$ cat src/rtl/sha1_msg_sched.sv
// SHA-1 message schedule: loads 16 block words, then issues W0..W79 one per
// handshake, keeping an external round counter in lockstep via cnt_en and
// flagging any disagreement between that counter and the internal index.
module sha1_msg_sched (
   input  logic        clk,
   input  logic        rst_n,
   input  logic        in_valid,
   input  logic [31:0] in_data,
   output logic        in_ready,
   output logic        w_valid,
   output logic [31:0] w_data,
   output logic [6:0]  w_idx,
   output logic        w_last,
   input  logic        w_ready,
   output logic        cnt_en,
   input  logic [6:0]  cnt_val,
   output logic        done,
   output logic        sync_err
);

   localparam logic [0:0] ST_LOAD = 1'b0;
   localparam logic [0:0] ST_RUN  = 1'b1;

   logic [0:0]  state;
   logic [3:0]  lcnt;
   logic [6:0]  t;
   logic        done_q;
   logic        sync_q;
   logic [31:0] wbuf [16];

   logic        run;
   logic        load_acc;
   logic        xfer;
   logic [3:0]  t4;
   logic [31:0] mix;
   logic [31:0] w_next;

   assign run      = (state == ST_RUN);
   assign load_acc = in_valid & ~run;
   assign xfer     = run & w_ready;
   assign t4       = t[3:0];

   assign in_ready = ~run;
   assign w_valid  = run;
   assign w_idx    = t;
   assign w_last   = run & (t == 7'd79);
   assign cnt_en   = xfer;
   assign done     = done_q;
   assign sync_err = sync_q;
   assign w_data   = run ? w_next : '0;

   // Schedule word: raw block word for the first 16 rounds, then the
   // recurrence over the circular buffer (wbuf[t4] still holds W(t-16)).
   always_comb begin
      mix    = wbuf[t4 - 4'd3] ^ wbuf[t4 - 4'd8] ^ wbuf[t4 - 4'd14] ^ wbuf[t4];
      w_next = wbuf[t4];
      if (t >= 7'd16) begin
         w_next = {mix[30:0], mix[31]};
      end
   end

   // Control state: load counting, round index, done pulse and sticky sync flag.
   always_ff @(posedge clk or negedge rst_n) begin
      if (!rst_n) begin
         state  <= ST_LOAD;
         lcnt   <= '0;
         t      <= '0;
         done_q <= 1'b0;
         sync_q <= 1'b0;
      end else begin
         done_q <= 1'b0;
         if (!run) begin
            if (in_valid) begin
               // lcnt wraps 15 -> 0 on its own, ready for the next block
               lcnt <= lcnt + 4'd1;
               if (lcnt == 4'd15) begin
                  state <= ST_RUN;
                  t     <= '0;
               end
            end
         end else if (w_ready) begin
            if (cnt_val != t) begin
               sync_q <= 1'b1;
            end
            if (t == 7'd79) begin
               state  <= ST_LOAD;
               t      <= '0;
               done_q <= 1'b1;
            end else begin
               t <= t + 7'd1;
            end
         end
      end
   end

   // Buffer writes: block words during load, computed words from round 16 on.
   always_ff @(posedge clk) begin
      if (load_acc) begin
         wbuf[lcnt] <= in_data;
      end else if (xfer && (t >= 7'd16)) begin
         wbuf[t4] <= w_next;
      end
   end

endmodule

$ cat config.mk
export PLATFORM = sky130hd
export DESIGN_NAME = sha1_msg_sched
export DESIGN_NICKNAME = d
export VERILOG_FILES = /design/src/rtl/sha1_msg_sched.sv
export SDC_FILE = /design/constraint.sdc
export NUM_CORES = 1
export LEC_CHECK = 0
export BUFFER_PORTS_ARGS = -buffer_cell sky130_fd_sc_hd__buf_4
export CORE_AREA = 2 2 279 281
export CTS_CLUSTER_SIZE = 12
export DETAILED_ROUTE_END_ITERATION = 8
export DIE_AREA = 0 0 281 283
export PLACE_DENSITY = 0.57
export SETUP_SLACK_MARGIN = 0.5
export SYNTH_ARGS = -nofsm -noshare
export SYNTH_HDL_FRONTEND = slang
export SYNTH_SLANG_ARGS = --single-unit
$ cat constraint.sdc
create_clock -name clk -period 12.15 [get_ports clk]
set_input_delay 2.43 -clock clk [delete_from_list [all_inputs] [get_ports clk]]
set_output_delay 2.43 -clock clk [all_outputs]
set_load 0.1 [all_outputs]
==> summary.txt <==
CTS
  – Clock Tree Buf Depth: 3
  – H-tree Lvls: 2
  – # clock sinks: around 530
  – Clk Latency, worst-skew pair: 0.62 ns
  – Post-CTS Resized: 0
  – Root Buffer: clkbuf_16
  – Setup bufs post-CTS: 0
  – Total CTS buffers: 58
  – CTS tree: done
  – CTS Hold Bufs: 0
  – Reg clk slew, reported paths: approximately 0.060 ns

Routing
  – Vias per cell: 6.42
  – Metal3 WL: 6750 um
  – Initial drt markers: 1831
  – Antenna-violating nets left: 0
  – Routed WL: about 88000 um
  – WL met2: roughly 43000 um
  – DR DRC count: 0
  – DR vias: about 18k
  – Routed length per instance: about 31 um
  – Top Layer Used: met4
  – Drt first pass iters: 5
  – Metal1 wirelength: 36700 um

Layout
  – Fin area: 0.0340 mm2
  – Diode count: 0
  – Fraction of layout cells with a size suffix above 1: 0.363
  – Commonest cells after routing, fill and taps aside: 512 x edfxtp_1, 355 x mux4_2, 184 x mux2i_1
  – Commonest non-fill, non-tap cell in the layout: edfxtp_1
  – Layout overhead on the synthesized area: 11.8%
  – Final nets: around 1.8k
  – Final non-filler cell total: 2843

Synth
  – Synth Net Count: 1754
  – Top cells by area, synth: edfxtp_1 51%, mux4_2 26%, mux2i_1 6.1%, xnor2_1 2.2%, mux4_1 1.9%
  – Yosys top cell area share: 0.506
  – Post-synth EDFFs: 512
  – Synth async-reset ratio: 0.0266
  – Mapped Area: 0.0304 mm2
  – Yosys reg bits: 526
  – Seq/Total Area, Yosys: 0.518
  – Yosys top cell by area: edfxtp_1
  – Synth unique cells: 51
  – YS warnings: 0
  – Syn Area/Cell: 17.8 um2
  – Dominant synthesized flop cell: edfxtp_1
  – Synth Instances: 1706

GRT
  – Total grt overflow: 0
  – Vias in the first global route: about 18k
  – First-pass GRT wire length: approximately 130000 um
  – Overall Global Routing Usage: 0.222
  – Initial antenna violation count: 0
  – Largest net degree at the start of global routing: 131

Power and ir drop
  – Leakage Power: 10.9 nW
  – Max VDD drop: roughly 0.17 mV
  – Tot Pwr: 10.1 mW
  – Power per cell area: 299 mW/mm2

Floorplanning
  – Rows: 102
  – DIE AREA: 0.0795 mm2
  – Die width: 281 um
  – Chip height: approximately 280 um
  – IO Count: 88
  – Starting Density: 0.396
  – CORE AREA: roughly 0.077 mm2

STA
  – Skew final: 0.0197 ns
  – Final Max Tran Viols: 0
  – Min Tclk post-route: 8.15 ns
  – Setup Viol. Count Final: 0
  – Max Clock Freq: 0.123 GHz
  – Fin Setup TNS: 0 ns
  – Slew @ Worst Pin: 1.23 ns
  – Final hold vios: 0
  – Slew HR: 0.179
  – Fin crit share: 0.671
  – Unrepaired setup endpoints after global routing: false

Setup path
  – CP Capture Type: primary output
  – Data required time of the worst path: 9.72 ns
  – Type of origin of the critical path: flop
  – CP max FO: 73
  – CP Data Arrival Time: around 5.7 ns
  – Setup CP Type: flop to primary output

Run status
  – Outcome: complete, no violations

Place
  – HPWL after DPL: 50100 um
  – Routability cong.: 0.812
  – Number of placed cells counting well taps: 2736
  – Cell Area, Placed: 0.0320 mm2
  – Port Buf Inserts: 87

Flow run
  – Max Cap Violations: 0

Min path
  – HP Class: flop to flop
critical path: stages (launching register included):
cell,delay (ns)
dfrtp_4,0.77
inv_4,0.37
ha_4,1.21
buf_4,0.67
mux4_2,0.40
and2_1,0.18
a211oi_1,0.25
a21oi_1,0.10
xnor2_1,0.57
o22ai_1,0.23
buf_4,0.30
synth_stat cells, types with 2 or more instances:
library cell and n:
edfxtp_1 512, mux4_2 355, mux2i_1 184, xnor2_1 77, nand2_1 51, clkbuf_1 45
buf_2 44, mux2_2 37, nor2_1 36, o21ai_1 30, o22ai_1 30, buf_4 28
a21oi_1 26, mux4_1 22, xor2_1 20, a211oi_1 19, and2_1 18, buf_6 15
dfrtp_1 14, a22o_1 13, a221oi_2 12, nor3_1 12, o21ai_0 11, inv_1 9
nand3_1 9, a31oi_1 7, and3_1 7, nor2b_1 7, xnor2_2 7, buf_1 6
ha_1 5, a22oi_1 4, o31ai_1 4, a221o_1 3, nand2b_1 3, nand4_1 3
or2_1 3, a211o_1 2, buf_12 2, o211ai_1 2, or4_1 2
cell type report:
class                           instances  area [um2]
Clock buffer                           76        1540
Inverter                               11        43.8
Fill cell                            6645       42700
Timing Repair Buffer                  131         996
Multi-Input combinational cell       1028       14000
Clock inverter                         31         377
Tap cell                             1040        1300
Sequential cell                       526       15700
sequential cells by signal, summed over array words and instances, names as in the netlist:
register	flops
lcnt	4
wbuf	512
w_valid	1
done	1
w_idx	7
sync_err	1
cell families (layout without fill, tap and decap cells):
logic type / count (synthesis) / after routing / synth area share
adders and majority gates: 5 / 5 / 0.00206
buffers and inverters: 152 / 249 / 0.0293
xor gates and xnor gates: 105 / 105 / 0.0326
DFF: 526 / 526 / 0.518
and+or+nand+nor: 155 / 155 / 0.0241
AOI/OAI and AO/OA: 165 / 165 / 0.0377
muxes: 598 / 598 / 0.357
routing by layer:
metal  track usage  vias to the layer above
met3        0.0378                      137
met1         0.311                     9779
met5             0                        -
li1              -                     7377
met2         0.355                      950
met4        0.0664                        0
final timing paths:
path	cells after the start	to	slack (ns)	startpoint
max in group asynchronous	1	w_idx[1]	10.30	rst_n
min	1	sync_err	0.46	sync_err
max	10	w_data[17]	4.00	w_idx[0]
max reg2reg	10	wbuf[9][9]	6.47	w_idx[2]
min reg2reg	1	sync_err	0.46	sync_err
min in group asynchronous	1	w_idx[6]	1.65	rst_n
metrics by stage:
step	utilization	setup slack (ns)	hold slack, ns
global route	0.443	3.80	0.479
global placement	0.418	4.65	0.446
floorplan	-	4.56	0.488
detailed placement	0.418	4.62	0.458
CTS	0.443	3.94	0.472
finish	0.443	4.00	0.462
report_power, final:
group / internal, mW / total, mW / leakage [nW] / switching (mW)
logic: 2.50 / 6.03 / 5.18 / 3.53
registers: 2.14 / 2.31 / 4.79 / 0.169
clock network: 1.08 / 1.80 / 0.932 / 0.726
total: 5.72 / 10.1 / 10.9 / 4.43
Power figures use the tool's default switching activity.
